File: config.mk
export PLATFORM = sky130hd
export DESIGN_NAME = envelope_follower_flat
export DESIGN_NICKNAME = d
export VERILOG_FILES = /design/src/rtl/envelope_follower_pkg.sv /design/src/rtl/envelope_follower_if.sv /design/src/rtl/envelope_follower_rate_stepper.sv /design/src/rtl/envelope_follower.sv /design/src/flat_wrapper.sv
export SDC_FILE = /design/constraint.sdc
export NUM_CORES = 1
export LEC_CHECK = 0
export CAP_MARGIN = 20
export CORE_MARGIN = 4
export CORE_UTILIZATION = 45
export DETAILED_ROUTE_END_ITERATION = 10
export MAX_ROUTING_LAYER = met4
export PLACE_DENSITY = 0.66
export SETUP_SLACK_MARGIN = 0.02
export SLEW_MARGIN = 20
export SYNTH_ARGS = -nofsm -noshare
export SYNTH_HDL_FRONTEND = slang
export SYNTH_SLANG_ARGS = --single-unit
File: constraint.sdc
create_clock -name clk -period 9.45 [get_ports clk]
set_clock_uncertainty 0.2 [all_clocks]
set_input_delay 0.945 -clock clk [delete_from_list [all_inputs] [get_ports clk]]
set_output_delay 0.945 -clock clk [all_outputs]
set_load 0.01 [all_outputs]
File: src/rtl/envelope_follower_pkg.sv
// Shared audio definitions: default sample width, gate FSM encoding
// and the rate-accumulator width used by the envelope generator too.
package envelope_follower_pkg;

    localparam int SAMPLE_BITS_DEF = 16;

    // 8-bit fractional accumulator plus carry bit
    localparam int ACC_W = 9;

    localparam logic [1:0] ST_CLOSED = 2'd0;
    localparam logic [1:0] ST_OPEN   = 2'd1;
    localparam logic [1:0] ST_HOLD   = 2'd2;

endpackage

File: src/rtl/envelope_follower_if.sv
// Sample-in / level-out stream bundle of the envelope follower.
// master: sample source; slave: follower (drives level/level_valid/gate).
interface envelope_follower_if #(
    parameter int SAMPLE_BITS = envelope_follower_pkg::SAMPLE_BITS_DEF
);

    logic                   sample_valid;
    logic [SAMPLE_BITS-1:0] sample;
    logic [7:0]             level;
    logic                   level_valid;
    logic                   gate;

    modport master (
        output sample_valid, sample,
        input  level, level_valid, gate
    );

    modport slave (
        input  sample_valid, sample,
        output level, level_valid, gate
    );

endinterface

File: src/rtl/envelope_follower_rate_stepper.sv
// rate_stepper: 8-bit rate accumulator; step pulses on carry-out.
// Ports: clk, rst_n, advance (update cycle), en (accumulate, else clear), rate, step.
module rate_stepper
    import envelope_follower_pkg::*;
(
    input  logic             clk,
    input  logic             rst_n,
    input  logic             advance,
    input  logic             en,
    input  logic [ACC_W-2:0] rate,
    output logic             step
);

    logic [ACC_W-2:0] acc;
    logic [ACC_W-1:0] sum;

    assign sum  = {1'b0, acc} + {1'b0, rate};
    assign step = advance & en & sum[ACC_W-1];

    // Idle direction is cleared so a direction change starts from zero
    always_ff @(posedge clk or negedge rst_n) begin
        if (!rst_n) begin
            acc <= '0;
        end else if (advance) begin
            acc <= en ? sum[ACC_W-2:0] : '0;
        end
    end

endmodule

File: src/rtl/envelope_follower.sv
// Envelope follower: rectifies PCM, tracks level with attack/release steppers,
// gates with hysteresis+hold. Ports: clk, rst_n, bus (slave), a, r, threshold, hysteresis.
module envelope_follower
    import envelope_follower_pkg::*;
#(
    parameter int SAMPLE_BITS  = SAMPLE_BITS_DEF,
    parameter int HOLD_SAMPLES = 1024,
    parameter int HOLD_BITS    = $clog2(HOLD_SAMPLES + 1)
) (
    input  logic                  clk,
    input  logic                  rst_n,
    envelope_follower_if.slave    bus,
    input  logic [7:0]            a,
    input  logic [7:0]            r,
    input  logic [7:0]            threshold,
    input  logic [7:0]            hysteresis
);

    logic [SAMPLE_BITS-1:0] neg;
    logic [SAMPLE_BITS-2:0] mag;
    logic [7:0]             target;

    logic                   s1_valid;
    logic [7:0]             s1_target;

    logic [7:0]             level;
    logic [7:0]             level_next;
    logic                   level_valid;
    logic                   gate;
    logic                   atk_step;
    logic                   rel_step;
    logic [7:0]             close_th;

    logic [1:0]             state;
    logic [1:0]             state_next;
    logic [HOLD_BITS-1:0]   hold_cnt;
    logic [HOLD_BITS-1:0]   hold_next;

    // Stage 1: rectify; only the most-negative code overflows on negation
    assign neg = -bus.sample;

    always_comb begin
        mag = bus.sample[SAMPLE_BITS-2:0];
        if (bus.sample[SAMPLE_BITS-1]) begin
            if (neg[SAMPLE_BITS-1]) begin
                mag = '1;
            end else begin
                mag = neg[SAMPLE_BITS-2:0];
            end
        end
    end

    assign target = 8'(mag >> (SAMPLE_BITS - 9));

    // Stage 2: step towards target by at most one code per sample
    rate_stepper u_atk (
        .clk     (clk),
        .rst_n   (rst_n),
        .advance (s1_valid),
        .en      (s1_target > level),
        .rate    (a),
        .step    (atk_step)
    );

    rate_stepper u_rel (
        .clk     (clk),
        .rst_n   (rst_n),
        .advance (s1_valid),
        .en      (s1_target < level),
        .rate    (r),
        .step    (rel_step)
    );

    always_comb begin
        level_next = level;
        if (atk_step) begin
            level_next = level + 8'd1;
        end else if (rel_step) begin
            level_next = level - 8'd1;
        end
    end

    assign close_th = (threshold > hysteresis) ? threshold - hysteresis : 8'd0;

    // Gate FSM evaluated on the freshly updated level
    always_comb begin
        state_next = state;
        hold_next  = hold_cnt;
        unique case (state)
            ST_CLOSED: begin
                if (level_next >= threshold) begin
                    state_next = ST_OPEN;
                end
            end
            ST_OPEN: begin
                if (level_next < close_th) begin
                    state_next = ST_HOLD;
                    hold_next  = HOLD_BITS'(HOLD_SAMPLES - 1);
                end
            end
            ST_HOLD: begin
                if (level_next >= threshold) begin
                    state_next = ST_OPEN;
                end else if (hold_cnt == '0) begin
                    state_next = ST_CLOSED;
                end else begin
                    hold_next = hold_cnt - HOLD_BITS'(1);
                end
            end
            default: begin
                state_next = ST_CLOSED;
            end
        endcase
    end

    always_ff @(posedge clk or negedge rst_n) begin
        if (!rst_n) begin
            s1_valid    <= 1'b0;
            s1_target   <= '0;
            level       <= '0;
            level_valid <= 1'b0;
            gate        <= 1'b0;
            state       <= ST_CLOSED;
            hold_cnt    <= '0;
        end else begin
            s1_valid    <= bus.sample_valid;
            s1_target   <= target;
            level_valid <= s1_valid;
            if (s1_valid) begin
                level    <= level_next;
                state    <= state_next;
                hold_cnt <= hold_next;
                gate     <= (state_next != ST_CLOSED);
            end
        end
    end

    assign bus.level       = level;
    assign bus.level_valid = level_valid;
    assign bus.gate        = gate;

endmodule

File: src/flat_wrapper.sv
// flat-port wrapper written by rule: the top's interface ports become plain ports
module envelope_follower_flat import envelope_follower_pkg::*;
#(
    parameter int SAMPLE_BITS  = SAMPLE_BITS_DEF,
    parameter int HOLD_SAMPLES = 1024,
    parameter int HOLD_BITS    = $clog2(HOLD_SAMPLES + 1)
)
  (clk, rst_n, a, r, threshold, hysteresis, bus_sample_valid, bus_sample, bus_level, bus_level_valid, bus_gate);
  envelope_follower_if #(.SAMPLE_BITS(SAMPLE_BITS)) bus_i ();
  input  logic clk;
  input  logic rst_n;
  input  logic [7:0] a;
  input  logic [7:0] r;
  input  logic [7:0] threshold;
  input  logic [7:0] hysteresis;
  input wire logic [$bits(bus_i.sample_valid)-1:0] bus_sample_valid;
  input wire logic [$bits(bus_i.sample)-1:0] bus_sample;
  output wire logic [$bits(bus_i.level)-1:0] bus_level;
  output wire logic [$bits(bus_i.level_valid)-1:0] bus_level_valid;
  output wire logic [$bits(bus_i.gate)-1:0] bus_gate;
  assign bus_i.sample_valid = bus_sample_valid;
  assign bus_i.sample = bus_sample;
  assign bus_level = bus_i.level;
  assign bus_level_valid = bus_i.level_valid;
  assign bus_gate = bus_i.gate;
  envelope_follower #(.SAMPLE_BITS(SAMPLE_BITS), .HOLD_SAMPLES(HOLD_SAMPLES), .HOLD_BITS(HOLD_BITS)) u_core (.clk(clk), .rst_n(rst_n), .bus(bus_i), .a(a), .r(r), .threshold(threshold), .hysteresis(hysteresis));
endmodule
=== Yosys cells after proc, flatten, opt, wreduce, memory -nomap -nowiden ===
Index checks and enable logic that the tools add are counted.

* Word-level logic and storage cells: 51
* Input bits: 51
* Output and inout bits: 10
* Flip-flop bits (word level): 48

* Eq/ne operators: 5
* $add $sub $neg: 7
* Multiplexer cells: 16
* Reduce and logical (&&, ||, !) cells: 5
* Bitwise operators: 4
* Order comparisons: 5

{| class="wikitable"
|+ Operators with widths
! cell !! count
|-
| 2-to-1 mux 8 bit || 5
|-
| 2-to-1 mux 11 bit || 3
|-
| 2-to-1 mux 15 bit || 2
|-
| one-hot mux 11 bit (2 select lines) || 1
|-
| adder 8 x 8 -> 9 bit || 2
|-
| > comparator 8 bit || 2
|-
| less-than comparator 8 bit || 2
|-
| negation 16 bit || 1
|-
| zero test 11 bit || 1
|-
| subtractor 11 x 1 -> 11 bit, second input constant || 1
|-
| adder 8 x 1 -> 8 bit, second input constant || 1
|-
| >= comparator 8 bit || 1
|-
| 2-to-1 mux 2 bit || 4
|-
| subtractor 8 x 1 -> 8 bit, second input constant || 1
|-
| subtractor 8 bit || 1
|-
| one-hot mux 2 bit (3 select lines) || 1
|-
| AND reduction 5 bit || 1
|-
| AND 1 bit || 4
|-
| != test 2 bit, second input constant || 2
|-
| nonzero test 2 bit || 2
|-
| == test 2 x 1 -> 1 bit, second input constant || 1
|-
| == test 2 bit, second input constant || 1
|-
| zero test 2 bit || 1
|-
| != test 2 x 1 -> 1 bit, second input constant || 1
|}

=== Longest topological paths before layout ===
* Word-level depth: 9
* Depth in mapped cells: 23

=== Hierarchy ===
From an unflattened synthesis, not the netlist that was laid out.

* Cell total of the unflattened synthesis: 456
* Area total of the unflattened synthesis: 3937.5 µm²

{| class="wikitable"
|+ By module, submodules not included
! module !! area each (µm²) !! seq. area each (µm²) !! instances !! cells an instance
|-
| envelope_follower || 2653.8 || 800.8 || 1 || 318
|-
| rate_stepper || 641.9 || 200.2 || 2 || 69
|}

=== Worst setup path before layout ===
OpenSTA, ideal clock, no wires.

* Kind: input-to-reg
* From: in a[0]
* To: reg u_core.hold_cnt[0]
* Arrival time: 4.657 ns
* Stages: 22
* Path slack: 4.468 ns
* Path buffers: 2
* Cells stage by stage: ha_1 inv_1 fa_1 nor2b_2 o31ai_2 a32o_1 a211oi_2 buf_6 nand4_1 nor2_1 o21ai_0 xnor2_1 ha_1 nor2b_1 o21ai_0 nand2b_1 a21oi_1 o2111ai_1 or2_0 buf_6 a21oi_4 mux2_4

* Cells in the longest elaborated chain, start to end: 6

{| class="wikitable"
|+ RTL lines
! what !! RTL line !! RTL
|-
| start: declaration || flat_wrapper.sv:12 || <nowiki>input logic [7:0] a;</nowiki>
|-
| adder 8 x 8 -> 9 bit (*) || envelope_follower_rate_stepper.sv:17 || <nowiki>assign sum = {1'b0, acc} + {1'b0, rate};</nowiki>
|-
| AND 1 bit (*) || envelope_follower_rate_stepper.sv:18 || <nowiki>assign step = advance & en & sum[ACC_W-1];</nowiki>
|-
| 2-to-1 mux 8 bit (*) || envelope_follower.sv:76 || <nowiki>if (atk_step) begin</nowiki>
|-
| via u_core.level_next[5] || envelope_follower.sv:27 || <nowiki>logic [7:0] level_next;</nowiki>
|-
| >= comparator 8 bit or less-than comparator 8 bit (tied branches) || envelope_follower.sv:102, envelope_follower.sv:96 ||
|-
| != test 2 bit (no line) or != test 2 x 1 -> 1 bit (tied branches) || - ||
|-
| AND reduction 5 bit (no line) (*) || - ||
|-
| end signal: assignment || envelope_follower.sv:132 || <nowiki>hold_cnt <= hold_next;</nowiki>
|-
| end: declaration || envelope_follower.sv:36 || <nowiki>logic [HOLD_BITS-1:0] hold_cnt;</nowiki>
|}

Mark *: on every way through the listed nets, which the timed path passes. The rest lies on a longest branch.
A chain may end at the register's enable or synchronous reset.

=== Worst setup path after layout ===
Same ends and word-level chain as after synthesis.

==> impl_results.md <==
- Sequential fraction of the synthesis area: 30.41%
- Die width: 101.7 um
- Setup Buffers After CTS: 0
- Antenna violations before repair: 0
- Post-cts sizing count: 0
- Slew @ Worst Pin: 0.7624 ns
- Static Leakage: 2.079 nW
- Reg-to-reg startpoint: u_core.u_atk.acc[0]
- Required time worst endpoint: 9.46 ns
- Commonest non-fill, non-tap cell in the layout: clkdlybuf4s50_1
- GPL Wtd Cong: 0.9221
- CP endpoint kind: flip-flop
- Power Density: 216.9 mW/mm^2
- Gr usage total: 17.46%
- Maximum VDD drop: 112.0 uV
- Synth warn: 0
- Die area: 0.01034 sq mm
- Worst hold endpoint: u_core.u_rel.acc[4]
- Synth area leader: dfrtp_1
- CP max FO: 11
- Post-synth EDFFs: 0
- Mapped cell area: 0.003950 sq mm
- Vias in the first global route: 3221
- CP Class: in2reg
- WL per Instance: 14.00 um
- FF-to-FF setup slack: 4.21 ns
- Fin crit period: 5.955 ns
- Initial Util: 47.13%
- Max Cap Viol: 0
- FF-to-FF path depth: 20
- CTS max path bufs: 2
- Post-CTS Hold Fix Bufs: 0
- TritonCTS clock tree: built
- Routed vias: 3178
- Cell variety after synth: 69
- F_max: 167.9 MHz
- Yosys reg bits: 48
- HP Class: reg2reg
- Final Cycle Share: 63.02%
- Final hold viol count: 0
- Most frequent cells in the layout: 59 x clkdlybuf4s50_1, 48 x dfrtp_1, 47 x ha_1
- Outcome: complete, no violations
- Worst skew pair latency: 0.31 ns
- Vert. Die Dim: 101.7 um
- Post-Route WL: 8.258 mm
- CP max-delay cell: a211oi_2
- Worst hold slack: 0.3014 ns
- Final setup vio count: 0
- Startpoint Class: input pin
- RR Endpoint: u_core.hold_cnt[0]
- Async set-reset flop share out of synthesis: 100.0%
- Pre-CTS setup slack: 3.198 ns
- Hold Path Depth: 2
- Setup slack after layout: 3.495 ns
- Initial DRC Count: 90
- Slew HR: 49.12%
- Critical hold path startpoint: u_core.u_rel.acc[4]
- Largest net degree at the start of global routing: 49
- Total CTS buffers: 5
- Filler instances: 748
- IO Port Bufs: 60
- DP HPWL: 6.472 mm
- Antenna cell count: 0
- First-pass GRT wire length: 14.10 mm
- Core area: 0.008382 sq mm
- Final net count: 585
- IO Count: 61
- Row count: 33
- First-pass DRT Iterations: 4
- Worst Path Arrival: 5.96 ns
- RSZ-0062 raised after global routing: no
- Clk sinks: 48
- Top cells by area, synth: dfrtp_1 30%, ha_1 15%, xnor2_1 4.7%
- P&R area growth vs syn: 19.86%
- Worst-path clk slew: 0.10 ns
- Layout cells sized above 1: 6.804%
- Overflow after GRT: 0
- Synth top area share: 30.41%
- Max Slew Vio Count: 0
- Worst-path cell chain: clkdlybuf4s50_1, ha_1, inv_1, fa_1, nor2b_2, o31ai_2, a32o_1, a211oi_2, nand4_1, nor2_1, o21ai_0, xnor2_1, ha_1, nor2b_1, o21ai_0, nand2b_1, a21oi_1, o2111ai_1, or2_0, a21oi_4, mux2_4
- Total power: 0.001027 W
- Cells after Synth: 427
- Top_reg_cell synth: dfrtp_1
- TNS Setup: 0 ns
- Max incr delay on CP: 0.57 ns
- Root Buffer: clkbuf_8
- DRC Markers: 0
- Syn Nets: 528
- CTS H-tree lvls: 2
- Via density: 5.386
- Avg Cell Area, Syn: 9.251 sq um
- Routed Antenna Nets: 0
[worst max path at each step]
| stage | start | to | slack [ns] | cells past startpoint |
|---|---|---|---|---|
| 6_report | a[0] | u_core.hold_cnt[0] | 3.49 | 21 |
| 5_1_grt | a[0] | u_core.hold_cnt[0] | 3.19 | 21 |
| 4_1_cts | a[0] | u_core.hold_cnt[0] | 3.54 | 21 |
| 3_5_place_dp | a[0] | u_core.hold_cnt[0] | 3.20 | 21 |
| 3_3_place_gp | a[0] | u_core.hold_cnt[0] | 3.40 | 21 |
| 2_1_floorplan | a[0] | u_core.hold_cnt[0] | 4.47 | 22 |
[kinds of logic (layout without fill, tap and decap cells)]
family / count (synthesis) / count (layout) / share of synthesized area, %
and+or+nand+nor: 121 / 121 / 15.24
AOI/OAI and AO/OA: 113 / 113 / 22.05
buffers and inverters: 55 / 113 / 5.796
adders and majority gates: 51 / 51 / 16.76
DFF: 48 / 48 / 30.41
xor gates and xnor gates: 33 / 33 / 7.982
muxes: 6 / 6 / 1.774
[synth_stat cells (all sizes together) (4+ instances only)]
cell and count:
a21o 11, a21oi 26, a22o 7, buf 4
clkbuf 6, dfrtp 48, ha 47, inv 45
mux2i 4, nand2 38, nand2b 6, nand3 7
nand4 6, nor2 25, nor2b 10, nor3 11
o211ai 5, o21a 5, o21ai 17, o21bai 5
o2bb2ai 5, o31a 4, o31ai 4, or3 5
xnor2 23, xor2 10
[cell type report]
| class | instances | area, sq um | area share [%] |
|---|---|---|---|
| multi-input cells | 324 | 2520 | 53.22 |
| inverters | 45 | 168.9 | 3.568 |
| well taps | 105 | 131.4 | 2.775 |
| clock buffers | 5 | 68.82 | 1.453 |
| repair buffers | 60 | 598.1 | 12.63 |
| clock inverters | 3 | 46.29 | 0.9778 |
| flip-flops and latches | 48 | 1201 | 25.37 |
[per-layer routing]
metal  vias up  share of wire (%)  global-route usage, %
li1       1631                  -                      -
met1      1481                 47                  22.15
met4         0                1.1                  4.397
met3         8                3.4                  2.617
met5         -                  0                      -
met2        58                 48                  29.23
[report_power, final]
group	total, W	leakage, nW	internal (W)	switching [W]
Combinational	0.000539	1.46	0.000268	0.000271
Sequential	0.000333	0.563	0.000266	0.0000672
Clock	0.000155	0.0548	0.0000798	0.0000754
[state kept, by name, summed over array words and instances, names as in the netlist, 2 cells and up]
name,flops
u_core.bus.level,8
u_core.hold_cnt,11
u_core.s1_target,8
u_core.state,2
u_core.u_atk.acc,8
u_core.u_rel.acc,8
[metrics by stage]
| step | instances | utilization (%) | instance area, sq um |
|---|---|---|---|
| final | 590 | 56.49 | 4735 |
| after global routing | 590 | 56.49 | 4735 |
| after detailed placement | 582 | 55.08 | 4617 |
| after global placement | 582 | 55.08 | 4617 |
| after CTS | 590 | 56.46 | 4732 |
| after floorplan | 427 | - | 3950 |
[critical path: cells and delay by family]
family                   cells  cell delay, ns
multiplexers                 1            0.32
XOR/XNOR                     1            0.27
AND/OR/NAND/NOR              6            1.17
AO/OA/AOI/OAI                8            1.88
buffers and inverters        2            0.52
adder cells (fa/ha/maj)      3            0.86
Power figures use the tool's default switching activity.
